--- src/rtl/dnn_argmax_classifier.sv ---
// Serial argmax over a parallel score vector with a valid/ready result handshake.
// Optional runner-up class and margin outputs are enabled by defining ARGMAX_RUNNER_UP_EN.
module dnn_argmax_classifier #(
  parameter int NumClasses = 2,
  parameter int BitSize    = 32,
  parameter bit Signed     = 1'b1,
  parameter int IdxW       = (NumClasses > 1) ? $clog2(NumClasses) : 1
) (
  input  logic                               clk,
  input  logic                               res,
  input  logic                               in_valid,
  input  logic [NumClasses-1:0][BitSize-1:0] in_data,
  input  logic                               in_done,
  output logic                               in_ready,
  output logic                               out_valid,
  output logic [IdxW-1:0]                    out_class,
  output logic [BitSize-1:0]                 out_score,
  output logic                               out_last,
  input  logic                               out_ready,
  output logic                               out_overrun
`ifdef ARGMAX_RUNNER_UP_EN
  ,
  output logic [IdxW-1:0]                    out_class2,
  output logic [BitSize-1:0]                 out_margin
`endif
);

  localparam logic [1:0] ST_IDLE   = 2'd0;
  localparam logic [1:0] ST_SCAN   = 2'd1;
  localparam logic [1:0] ST_RESULT = 2'd2;

  localparam logic [IdxW-1:0] LastIdx = IdxW'(NumClasses - 1);

  logic [1:0]                        state_q, state_d;
  logic [NumClasses-1:0][BitSize-1:0] vec_q, vec_d;
  logic                              done_q, done_d;
  logic [IdxW-1:0]                   i_q, i_d;
  logic [IdxW-1:0]                   idx_q, idx_d;
  logic [BitSize-1:0]                best_q, best_d;
  logic                              out_valid_q, out_valid_d;
  logic [IdxW-1:0]                   out_class_q, out_class_d;
  logic [BitSize-1:0]                out_score_q, out_score_d;
  logic                              out_last_q, out_last_d;
  logic                              overrun_q, overrun_d;
  logic [BitSize-1:0]                elem;
  logic                              new_max;
`ifdef ARGMAX_RUNNER_UP_EN
  logic [IdxW-1:0]                   idx2_q, idx2_d;
  logic [BitSize-1:0]                sec_q, sec_d;
  logic [IdxW-1:0]                   out_class2_q, out_class2_d;
  logic [BitSize-1:0]                out_margin_q, out_margin_d;
`endif

  function automatic logic gt(input logic [BitSize-1:0] a, input logic [BitSize-1:0] b);
    if (Signed) return $signed(a) > $signed(b);
    else        return a > b;
  endfunction

  // Decoded mux keeps the element select in range for any NumClasses.
  always_comb begin
    elem = '0;
    for (int unsigned k = 0; k < NumClasses; k++) begin
      if (i_q == IdxW'(k)) elem = vec_q[k];
    end
  end

  assign new_max  = gt(elem, best_q);
  assign in_ready = (state_q == ST_IDLE);

  always_comb begin
    state_d     = state_q;
    vec_d       = vec_q;
    done_d      = done_q;
    i_d         = i_q;
    idx_d       = idx_q;
    best_d      = best_q;
    out_valid_d = out_valid_q;
    out_class_d = out_class_q;
    out_score_d = out_score_q;
    out_last_d  = out_last_q;
    overrun_d   = overrun_q | (in_valid & ~in_ready);
`ifdef ARGMAX_RUNNER_UP_EN
    idx2_d       = idx2_q;
    sec_d        = sec_q;
    out_class2_d = out_class2_q;
    out_margin_d = out_margin_q;
`endif
    case (state_q)
      ST_IDLE: begin
        if (in_valid) begin
          vec_d  = in_data;
          done_d = in_done;
          best_d = in_data[0];
          idx_d  = '0;
          i_d    = IdxW'(1);
`ifdef ARGMAX_RUNNER_UP_EN
          sec_d  = '0;
          idx2_d = '0;
`endif
          if (NumClasses == 1) begin
            state_d     = ST_RESULT;
            out_valid_d = 1'b1;
            out_class_d = '0;
            out_score_d = in_data[0];
            out_last_d  = in_done;
`ifdef ARGMAX_RUNNER_UP_EN
            out_class2_d = '0;
            out_margin_d = '0;
`endif
          end else begin
            state_d = ST_SCAN;
          end
        end
      end
      ST_SCAN: begin
        if (new_max) begin
          best_d = elem;
          idx_d  = i_q;
        end
`ifdef ARGMAX_RUNNER_UP_EN
        // Element 1 always seeds second place unless it displaces the best.
        if (new_max) begin
          sec_d  = best_q;
          idx2_d = idx_q;
        end else if ((i_q == IdxW'(1)) || gt(elem, sec_q)) begin
          sec_d  = elem;
          idx2_d = i_q;
        end
`endif
        if (i_q == LastIdx) begin
          state_d     = ST_RESULT;
          out_valid_d = 1'b1;
          out_class_d = idx_d;
          out_score_d = best_d;
          out_last_d  = done_q;
`ifdef ARGMAX_RUNNER_UP_EN
          out_class2_d = idx2_d;
          out_margin_d = best_d - sec_d;
`endif
        end else begin
          i_d = i_q + IdxW'(1);
        end
      end
      ST_RESULT: begin
        if (out_ready) begin
          state_d     = ST_IDLE;
          out_valid_d = 1'b0;
        end
      end
      default: begin
        state_d     = ST_IDLE;
        out_valid_d = 1'b0;
      end
    endcase
  end

  always_ff @(posedge clk or posedge res) begin
    if (res) begin
      state_q     <= ST_IDLE;
      vec_q       <= '0;
      done_q      <= 1'b0;
      i_q         <= '0;
      idx_q       <= '0;
      best_q      <= '0;
      out_valid_q <= 1'b0;
      out_class_q <= '0;
      out_score_q <= '0;
      out_last_q  <= 1'b0;
      overrun_q   <= 1'b0;
`ifdef ARGMAX_RUNNER_UP_EN
      idx2_q       <= '0;
      sec_q        <= '0;
      out_class2_q <= '0;
      out_margin_q <= '0;
`endif
    end else begin
      state_q     <= state_d;
      vec_q       <= vec_d;
      done_q      <= done_d;
      i_q         <= i_d;
      idx_q       <= idx_d;
      best_q      <= best_d;
      out_valid_q <= out_valid_d;
      out_class_q <= out_class_d;
      out_score_q <= out_score_d;
      out_last_q  <= out_last_d;
      overrun_q   <= overrun_d;
`ifdef ARGMAX_RUNNER_UP_EN
      idx2_q       <= idx2_d;
      sec_q        <= sec_d;
      out_class2_q <= out_class2_d;
      out_margin_q <= out_margin_d;
`endif
    end
  end

  assign out_valid   = out_valid_q;
  assign out_class   = out_class_q;
  assign out_score   = out_score_q;
  assign out_last    = out_last_q;
  assign out_overrun = overrun_q;
`ifdef ARGMAX_RUNNER_UP_EN
  assign out_class2  = out_class2_q;
  assign out_margin  = out_margin_q;
`endif

endmodule
--- config.mk ---
export PLATFORM = sky130hd
export DESIGN_NAME = dnn_argmax_classifier
export DESIGN_NICKNAME = d
export VERILOG_FILES = /design/src/rtl/dnn_argmax_classifier.sv
export SDC_FILE = /design/constraint.sdc
export NUM_CORES = 1
export LEC_CHECK = 0
export ABC_CLOCK_PERIOD_IN_PS = 4260
export BUFFER_PORTS_ARGS = -buffer_cell sky130_fd_sc_hd__buf_2
export CELL_PAD_IN_SITES_DETAIL_PLACEMENT = 1
export CELL_PAD_IN_SITES_GLOBAL_PLACEMENT = 1
export CORE_MARGIN = 3
export CORE_UTILIZATION = 44
export CTS_CLUSTER_SIZE = 25
export DETAILED_ROUTE_END_ITERATION = 8
export PLACE_DENSITY_LB_ADDON = 0.1
export SYNTH_ARGS = -nofsm -noshare
export SYNTH_HDL_FRONTEND = slang
export SYNTH_SLANG_ARGS = --single-unit
--- constraint.sdc ---
create_clock -name clk -period 4.26 [get_ports clk]
set_clock_uncertainty 0.05 [all_clocks]
set_input_delay 0.213 -clock clk [delete_from_list [all_inputs] [get_ports clk]]
set_output_delay 0.213 -clock clk [all_outputs]
set_load 0.03 [all_outputs]
==> results.yml <==
clock_network:
  cts_max_level: 4
  path_clk_slew_ps: 60
  clock-sinks: 137
  cts_resized: 0
  clkLatencyLatePin_ps: 430
  cts_tree: "done"
  clk_path_buf_depth: 2
  ctsRootBufferMaster: "clkbuf_16"
  cts_made_buffers: 17
synthesis:
  async_flop_share_pct: 100
  synthFlopType: "dfrtp_1"
  avgSynthCellArea_um2: 10.5
  synth_cells: 641
  syn_area_um2: 6710
  synth-edff-count: 0
  synth_top_area_share_pct: 51.1
  ys_warn_count: 0
  synth_area_leaders: "dfrtp_1 51%, nand2_1 8.2%, ha_1 6.0%"
  ys_types: 37
  ys_ff_latch: 137
  synth_nets: 742
  ys_seq_area_share_pct: 51.1
  yosysTopAreaCell: "dfrtp_1"
outcome:
  violations: "hold timing"
  outcome: "finished, violations left"
floorplan:
  coreArea_um2: 14700
  die-width_um: 129
  start_util_pct: 45.6
  die_area_um2: 16800
  num_rows: 44
  die_y_um: 129
  num_io_pins: 106
placed_design:
  dp_hpwl_um: 11800
  io_buffer_count: 105
  dp_cells: 901
  gp_congestion: 0.775
global_routing:
  grt_pass1_vias: 5730
  grt_usage_pct: 22.8
  grt_antenna_before_repair: 0
  grt_overflow: 0
  grt_pass1_wl_um: 29600
  grt_max_degree: 109
worst_setup_path:
  cp.arrival_ps: 4050
  path_class: "register to register"
  critPathMaxFanout: 32
  path_cells: "buf_4 > mux2_2 > ha_1 > nand4_1 > nor4_2 > and4_1 > nand3_1 > o2111a_1 > nor2_4 > a221o_1"
  path_buf_inv: 1
  path_delay_family: "simple AND/OR/NAND/NOR gates"
  cpPeakStageDelay_ps: 720
  cp-end-kind: "register"
  crit_path_start_kind: "register"
  cpMaxStageDelayCell: "nor2_4"
  cp.required_ps: 4560
power_and_ir_drop:
  leakage_uw: 0.00439
  totalPowerFinal_uw: 7150
  power_density_nw_per_um2: 864
  ir_drop_uv: 619
sta:
  tightest_slew_ps: 1220
  slew_headroom_pct: 18.4
  fmax_mhz: 267
  hold_slack_ps: -48.5
  grt_setup_unrepaired: "false"
  fin_setup_tns_ps: 0
  finalSetupViolations: 0
  hold_violations: 40
  slew_viol_final: 0
  period_minus_slack_ps: 3750
  min_period_over_period_pct: 88.0
route:
  drc: 0
  vias_per_cell: 5.44
  wl_per_cell_um: 18.8
  dr_total_vias: 5253
  ant_nets: 0
  firstDrtPassIters: 4
  wl_um: 18100
  drt_iter0_drc: 210
finish:
  utilization_pct: 56.3
  syn2layout_area_growth_pct: 23.4
  drive_gt1_share_pct: 24.2
  antennaDiodeCount: 0
  nets: 870
  fin_cells: 966
worst_hold_path:
  holdCritPathClass: "input port to async pin"
job:
  drv_cap: 0
layer usage:
metal	share of wire [%]	GRT usage [%]	vias up
met4	1.5	7.27	0
li1	-	-	2489
met1	45	29.0	2637
met3	3.5	4.62	22
met5	0	0	-
met2	50	39.3	105
placed cells by master, fill, tap and decap left out, types with 15 or more instances in the layout:
cell type      count
mux2_2            33
inv_1             33
ha_1              32
o21ai_0           28
a21oi_1           15
a21o_1            35
and3_1            32
dfrtp_1          137
a221o_1           33
clkbuf_16         17
nand2_1          144
dlygate4sd3_1     33
mux2i_1           33
buf_2            105
state kept, by name, summed over array words and instances, names as in the netlist:
signal and count:
vec_q 64, i_q 1, idx_q 1, out_valid 1, out_class 1, done_q 1
out_last 1, best_q 32, out_overrun 1, state_q 2, out_score 32
what timing repair did:
item / in CTS / in global routing
hold endpoints to repair: 33 / 0
setup endpoints to repair: 0 / 0
hold buffers: 33 / 0
setup buffers: 0 / 0
cells in the mapped netlist, drive strengths merged (4+ instances only):
cell	n
dfrtp	137
clkbuf	21
mux2	33
inv	34
a221o	33
mux2i	33
buf	18
nand2	146
o21ai	39
nand4	4
a21oi	15
ha	32
and3	32
a21o	35
nor2	8
cell type report:
class	count	area [um2]
inverter	34	133
sequential	137	3430
clock buffer	20	467
tap	184	230
clock inverter	12	124
fill	1646	6420
timing repair buffer	148	931
multi-input combinational	431	2970
power breakdown:
| group | switching (uW) | total (uW) | internal (uW) |
|---|---|---|---|
| combinational | 2000 | 3370 | 1370 |
| clock | 572 | 1470 | 902 |
| sequential | 395 | 2310 | 1910 |
path summary, 6_finish.rpt:
kind	from	endpoint	slack, ps	cells after the start
worst max-delay path	i_q$_DFFE_PP0P_	best_q[27]$_DFFE_PP0P_	510	10
worst min-delay path	res	vec_q[51]$_DFFE_PP0P_	-50	2
worst max register to register	i_q$_DFFE_PP0P_	best_q[27]$_DFFE_PP0P_	510	10
worst min register to register	out_overrun$_DFF_PP0_	out_overrun$_DFF_PP0_	420	1
max in group asynchronous	res	vec_q[5]$_DFFE_PP0P_	3210	3
min in group clk	out_ready	state_q[1]$_DFFE_PP0P_	40	4
through the flow:
stage | instance area [um2] | setup WS [ps] | hold slack [ps]
after floorplan | 6710 | 329 | 268
after global placement | 7360 | 639 | 352
after detailed placement | 7360 | 579 | 362
after CTS | 8280 | 495 | 14.9
after global routing | 8280 | 263 | 35.6
final | 8280 | 512 | -48.5
kinds of logic (layout without fill, tap and decap cells):
logic type	after synthesis	count (layout)	share of synthesized area, %
flip-flops	137	137	51.1
AO/OA/AOI/OAI	131	131	14.2
buffers and inverters	73	214	4.77
AND/OR/NAND/NOR	202	202	13.4
multiplexers	66	66	10.5
adder cells (fa/ha/maj)	32	32	5.97
No activity file was read; power rests on OpenSTA's default activity.
